--- config.mk ---
export PLATFORM = sky130hd
export DESIGN_NAME = imem_loader
export DESIGN_NICKNAME = d
export VERILOG_FILES = /design/src/rtl/imem_loader.sv
export SDC_FILE = /design/constraint.sdc
export NUM_CORES = 1
export LEC_CHECK = 0
export ABC_CLOCK_PERIOD_IN_PS = 3000
export CAP_MARGIN = 20
export CORE_AREA = 2 2 67 82
export DETAILED_ROUTE_END_ITERATION = 10
export DIE_AREA = 0 0 69 84
export PLACE_DENSITY = 0.77
export SYNTH_ARGS = -nofsm -noshare
export SYNTH_HDL_FRONTEND = slang
export SYNTH_SLANG_ARGS = --single-unit
--- constraint.sdc ---
create_clock -name clk -period 3 [get_ports clk]
set_input_delay 0.45 -clock clk [delete_from_list [all_inputs] [get_ports clk]]
set_output_delay 0.45 -clock clk [all_outputs]
set_load 0.03 [all_outputs]
--- src/rtl/imem_loader.sv ---
// Streams a length-prefixed byte image into instruction memory, then releases the core reset.
// Optional trailing XOR checksum stage is compiled in when IMEM_LOADER_CHECKSUM_EN is defined.
module imem_loader #(
    parameter int DEPTH  = 256,
    parameter int ADDR_W = 8
) (
    input  logic              clk,
    input  logic              reset,
    input  logic              start,
    input  logic              byte_valid,
    input  logic [7:0]        byte_data,
    output logic              byte_ready,
    output logic              mem_we,
    output logic [ADDR_W-1:0] mem_addr,
    output logic [7:0]        mem_wdata,
    output logic              busy,
    output logic              done,
    output logic              err,
    output logic              cpu_reset_n
);

    typedef enum logic [2:0] {
        IDLE,
        LEN_HI,
        LEN_LO,
        DATA,
`ifdef IMEM_LOADER_CHECKSUM_EN
        CSUM,
`endif
        DONE,
        ERR
    } state_t;

    localparam logic [16:0] DEPTH_W = 17'(DEPTH);

    state_t            state;
    state_t            next_state;
    logic [15:0]       len;
    logic [ADDR_W-1:0] counter;
    logic              xfer;
    logic [15:0]       len_now;
    logic              len_bad;
    logic              last_byte;
`ifdef IMEM_LOADER_CHECKSUM_EN
    logic [7:0]        csum;
`endif

    assign xfer      = byte_valid & byte_ready;
    assign len_now   = {len[15:8], byte_data};
    assign len_bad   = ({1'b0, len_now} > DEPTH_W) || (len_now[1:0] != 2'b00);
    // Compare in 17 bits so LEN == DEPTH ends the load before the counter wraps.
    assign last_byte = ({{(17-ADDR_W){1'b0}}, counter} + 17'd1) == {1'b0, len};

    always_ff @(posedge clk or negedge reset) begin
        if (!reset) begin
            state <= IDLE;
        end else begin
            state <= next_state;
        end
    end

    always_comb begin
        next_state = state;
        case (state)
            IDLE, DONE, ERR: begin
                if (start) next_state = LEN_HI;
            end
            LEN_HI: begin
                if (xfer) next_state = LEN_LO;
            end
            LEN_LO: begin
                if (xfer) begin
                    if (len_now == 16'd0) begin
`ifdef IMEM_LOADER_CHECKSUM_EN
                        next_state = CSUM;
`else
                        next_state = DONE;
`endif
                    end else if (len_bad) begin
                        next_state = ERR;
                    end else begin
                        next_state = DATA;
                    end
                end
            end
            DATA: begin
                if (xfer && last_byte) begin
`ifdef IMEM_LOADER_CHECKSUM_EN
                    next_state = CSUM;
`else
                    next_state = DONE;
`endif
                end
            end
`ifdef IMEM_LOADER_CHECKSUM_EN
            CSUM: begin
                if (xfer) next_state = (byte_data == csum) ? DONE : ERR;
            end
`endif
            default: next_state = IDLE;
        endcase
    end

    always_comb begin
        byte_ready  = 1'b0;
        busy        = 1'b0;
        done        = 1'b0;
        err         = 1'b0;
        cpu_reset_n = 1'b0;
        case (state)
            LEN_HI, LEN_LO, DATA: begin
                byte_ready = 1'b1;
                busy       = 1'b1;
            end
`ifdef IMEM_LOADER_CHECKSUM_EN
            CSUM: begin
                byte_ready = 1'b1;
                busy       = 1'b1;
            end
`endif
            DONE: begin
                done        = 1'b1;
                cpu_reset_n = 1'b1;
            end
            ERR: begin
                err = 1'b1;
            end
            default: ;
        endcase
    end

    // Write port is registered: the strobe appears the cycle after the byte is accepted.
    always_ff @(posedge clk or negedge reset) begin
        if (!reset) begin
            len       <= 16'd0;
            counter   <= '0;
            mem_we    <= 1'b0;
            mem_addr  <= '0;
            mem_wdata <= 8'd0;
`ifdef IMEM_LOADER_CHECKSUM_EN
            csum      <= 8'd0;
`endif
        end else begin
            mem_we <= 1'b0;
            case (state)
                IDLE, DONE, ERR: begin
                    if (start) begin
                        counter <= '0;
`ifdef IMEM_LOADER_CHECKSUM_EN
                        csum    <= 8'd0;
`endif
                    end
                end
                LEN_HI: begin
                    if (xfer) len[15:8] <= byte_data;
                end
                LEN_LO: begin
                    if (xfer) len[7:0] <= byte_data;
                end
                DATA: begin
                    if (xfer) begin
                        mem_we    <= 1'b1;
                        mem_addr  <= counter;
                        mem_wdata <= byte_data;
                        counter   <= counter + ADDR_W'(1);
`ifdef IMEM_LOADER_CHECKSUM_EN
                        csum      <= csum ^ byte_data;
`endif
                    end
                end
                default: ;
            endcase
        end
    end

endmodule

==> impl_metrics.py <==
metrics = {
    "status": {
        "status": "finished clean",
    },
    "sta": {
        "fmaxAchievable_mhz": 438,
        "setup_viol": 0,
        "drv_slew": 0,
        "post-route-period-util": 0.762,
        "rsz0062_at_grt": "false",
        "slew_headroom": 0.454,
        "finClkSkew_ps": 4.14,
        "min_period_ps": 2290,
        "hold_viol": 0,
        "tns_ps": 0,
        "worst_pin_slew_ps": 816,
        "worst_slack_ps": 714,
    },
    "setup_path": {
        "reg2reg_depth": 6,
        "path_cells": "ha_1 > and4_1 > nand2_1 > a311o_1 > o41ai_1 > a31oi_1",
        "cp_max_fo": 8,
        "worstSetupEndpointType": "flop",
        "critical-path-max-stage-delay_ps": 490,
        "regToRegEndpoint": "state[1]$_DFFE_PN0P_",
        "r2r_start": "counter[0]$_DFFE_PN0P_",
        "worst_setup_path_start_kind": "flop",
        "crit_required_ps": 3180,
        "crit_arrival_ps": 2460,
        "ff2ff_setup_slack_ps": 710,
        "crit_type": "flop to flop",
        "crit_slowest_cell": "dfrtp_1",
    },
    "global_route": {
        "grtUsageMet2": 0.309,
        "met1_usage": 0.194,
        "grt_overflow": 0,
        "gr-usage-met3": 0.0314,
        "busiest_layer": "met2",
        "grt_first_pass_wirelength_um": 7860,
        "grt_max_degree": 45,
        "grt_pass1_vias": 1680,
        "track_usage": 0.168,
        "antenna_found_initial": 0,
    },
    "clock_network": {
        "postCtsSetupBuffers": 0,
        "clkTransAtPathRegs_ps": 90,
        "htree_levels": 2,
        "clk_path_buf_depth": 2,
        "cts_buffers": 5,
        "clock-root-buffer": "clkbuf_8",
        "cts_tree": "built",
        "clock_latency_ps": 300,
        "postCtsResizedCells": 0,
        "cts_sinks": 44,
    },
    "place": {
        "pre_cts_ws_ps": 537,
        "gp_congestion": 0.739,
        "dpl.hpwl_um": 3350,
        "dpl.cell_count": 304,
        "io_buffer_count": 33,
    },
    "synthesis": {
        "async_reset_ff_frac": 1.00,
        "synth_compound_area_frac": 0.115,
        "postSynthAreaPerCell_um2": 9.96,
        "synth_simple_gate_area_share": 0.211,
        "netlist_instances": 221,
        "ys.flop_type": "dfrtp_1",
        "syn_nets": 234,
        "synthAdderAreaFrac": 0.00569,
        "seq_area_frac_synth": 0.500,
        "synth_edf_count": 0,
        "synth_mux_area_frac": 0.0813,
        "synth_top_family_by_area": "simple AND/OR/NAND/NOR gates",
        "ys_ff_latch": 44,
        "synthDistinctLibCells": 50,
        "synthXorXnorAreaFrac": 0.0358,
        "netlist_area_um2": 2200,
        "ys.warnings.count": 0,
    },
    "final_layout": {
        "areaGrowthSynthToFinish_pct": 21.7,
        "instances_no_fill": 314,
        "final_common_cell": "nand2_1",
        "nets": 264,
        "diodes": 0,
        "final_cell_mix": "nand2_1 (51), dfrtp_1 (44), clkdlybuf4s50_1 (32)",
        "post-route-util": 0.527,
        "fill_cells": 452,
        "layout-drive-gt1-share": 0.155,
    },
    "drt": {
        "vias": 1725,
        "drt-total-wl_um": 4750,
        "drtIter0Drc": 103,
        "drt-pass1-iter-count": 6,
        "drc": 0,
        "wire_per_inst_um": 15.1,
        "ant_nets": 0,
        "via_per_inst": 5.49,
    },
    "die": {
        "die_width_um": 69,
        "dieArea_um2": 5800,
        "core-area_um2": 5080,
        "ioPinCount": 34,
        "die_y_um": 84,
        "std_cell_rows": 29,
        "initial_core_util": 0.433,
    },
    "worst_hold_path": {
        "hold_class": "flop to flop",
        "holdPathStages": 2,
        "min_to": "mem_addr[4]$_DFFE_PN0P_",
        "min_from": "mem_addr[4]$_DFFE_PN0P_",
    },
    "pwr": {
        "power_mw": 2.58,
        "leakage_nw": 1.18,
        "ir_worst_vdd_uv": 572,
        "power_density_nw_per_um2": 964,
    },
    "flow_run": {
        "max-cap-violations": 0,
    },
}
-- through the flow --
stage	instance area (µm²)	hold slack (ps)
2_1_floorplan	2200	154
3_3_place_gp	2530	459
3_5_place_dp	2530	463
4_1_cts	2650	321
5_1_grt	2680	507
6_report	2680	477
-- state kept, by name (all words and copies together) (netlist names) --
name       flops
len           16
counter        8
mem_addr       8
mem_wdata      8
state          3
mem_we         1
-- worst max-delay path by stage --
stage | startpoint | endpoint | slack, ps | cells past startpoint
after floorplan | state[1]$_DFFE_PN0P_ | done | 950 | 3
after global placement | byte_data[3] | state[1]$_DFFE_PN0P_ | 570 | 6
after detailed placement | byte_data[3] | state[1]$_DFFE_PN0P_ | 540 | 6
after CTS | counter[0]$_DFFE_PN0P_ | state[1]$_DFFE_PN0P_ | 700 | 6
after global routing | counter[0]$_DFFE_PN0P_ | state[1]$_DFFE_PN0P_ | 520 | 6
final | counter[0]$_DFFE_PN0P_ | state[1]$_DFFE_PN0P_ | 710 | 6
-- cell usage after synthesis (3+ instances only) --
cell / n / area share
dfrtp_1: 44 / 0.50
or3_1: 3 / 0.0085
nand4_1: 3 / 0.0085
xnor2_1: 3 / 0.012
nand3_1: 4 / 0.0091
nor3_1: 3 / 0.0068
a31oi_1: 3 / 0.0085
o21ai_0: 13 / 0.030
xor2_1: 6 / 0.024
buf_4: 5 / 0.017
nor2_1: 11 / 0.019
buf_2: 6 / 0.014
nand2_1: 51 / 0.087
mux2_2: 15 / 0.077
inv_1: 6 / 0.010
-- layout make-up --
class	count	area, µm²	share of cell area
sequential	44	1100	0.411
multi-input combinational	156	987	0.369
timing repair buffer	37	370	0.138
tap	62	77.6	0.0290
clock buffer	5	68.8	0.0257
clock inverter	3	47.5	0.0177
inverter	7	26.3	0.00981
-- routing by layer --
metal,vias to the layer above,part of all wire
li1,828,-
met2,29,0.54
met3,6,0.027
met4,0,0.013
met1,862,0.42
met5,-,0
-- worst max-delay path: cells and delay by family (launching register included) --
kind / cells / cell delay [ps]
flip-flops: 1 / 490
AO/OA/AOI/OAI: 3 / 920
adder cells (fa/ha/maj): 1 / 340
AND/OR/NAND/NOR: 2 / 400
-- cell families after synthesis --
kind of cell | count (synthesis)
buffers and inverters | 21
xor gates and xnor gates | 9
DFF | 44
adders and majority gates | 1
muxes | 16
and+or+nand+nor | 95
AOI/OAI and AO/OA | 35
-- what timing repair did --
action | CTS | global route
hold buffers | 0 | 1
endpoints found under the setup margin | 0 | 0
endpoints found under the hold margin | 0 | 5
-- report_power, final --
group / internal (mW) / switching, mW
logic: 0.498 / 0.602
registers: 0.813 / 0.200
clock network: 0.251 / 0.217
total: 1.56 / 1.02
Power figures use the tool's default switching activity.
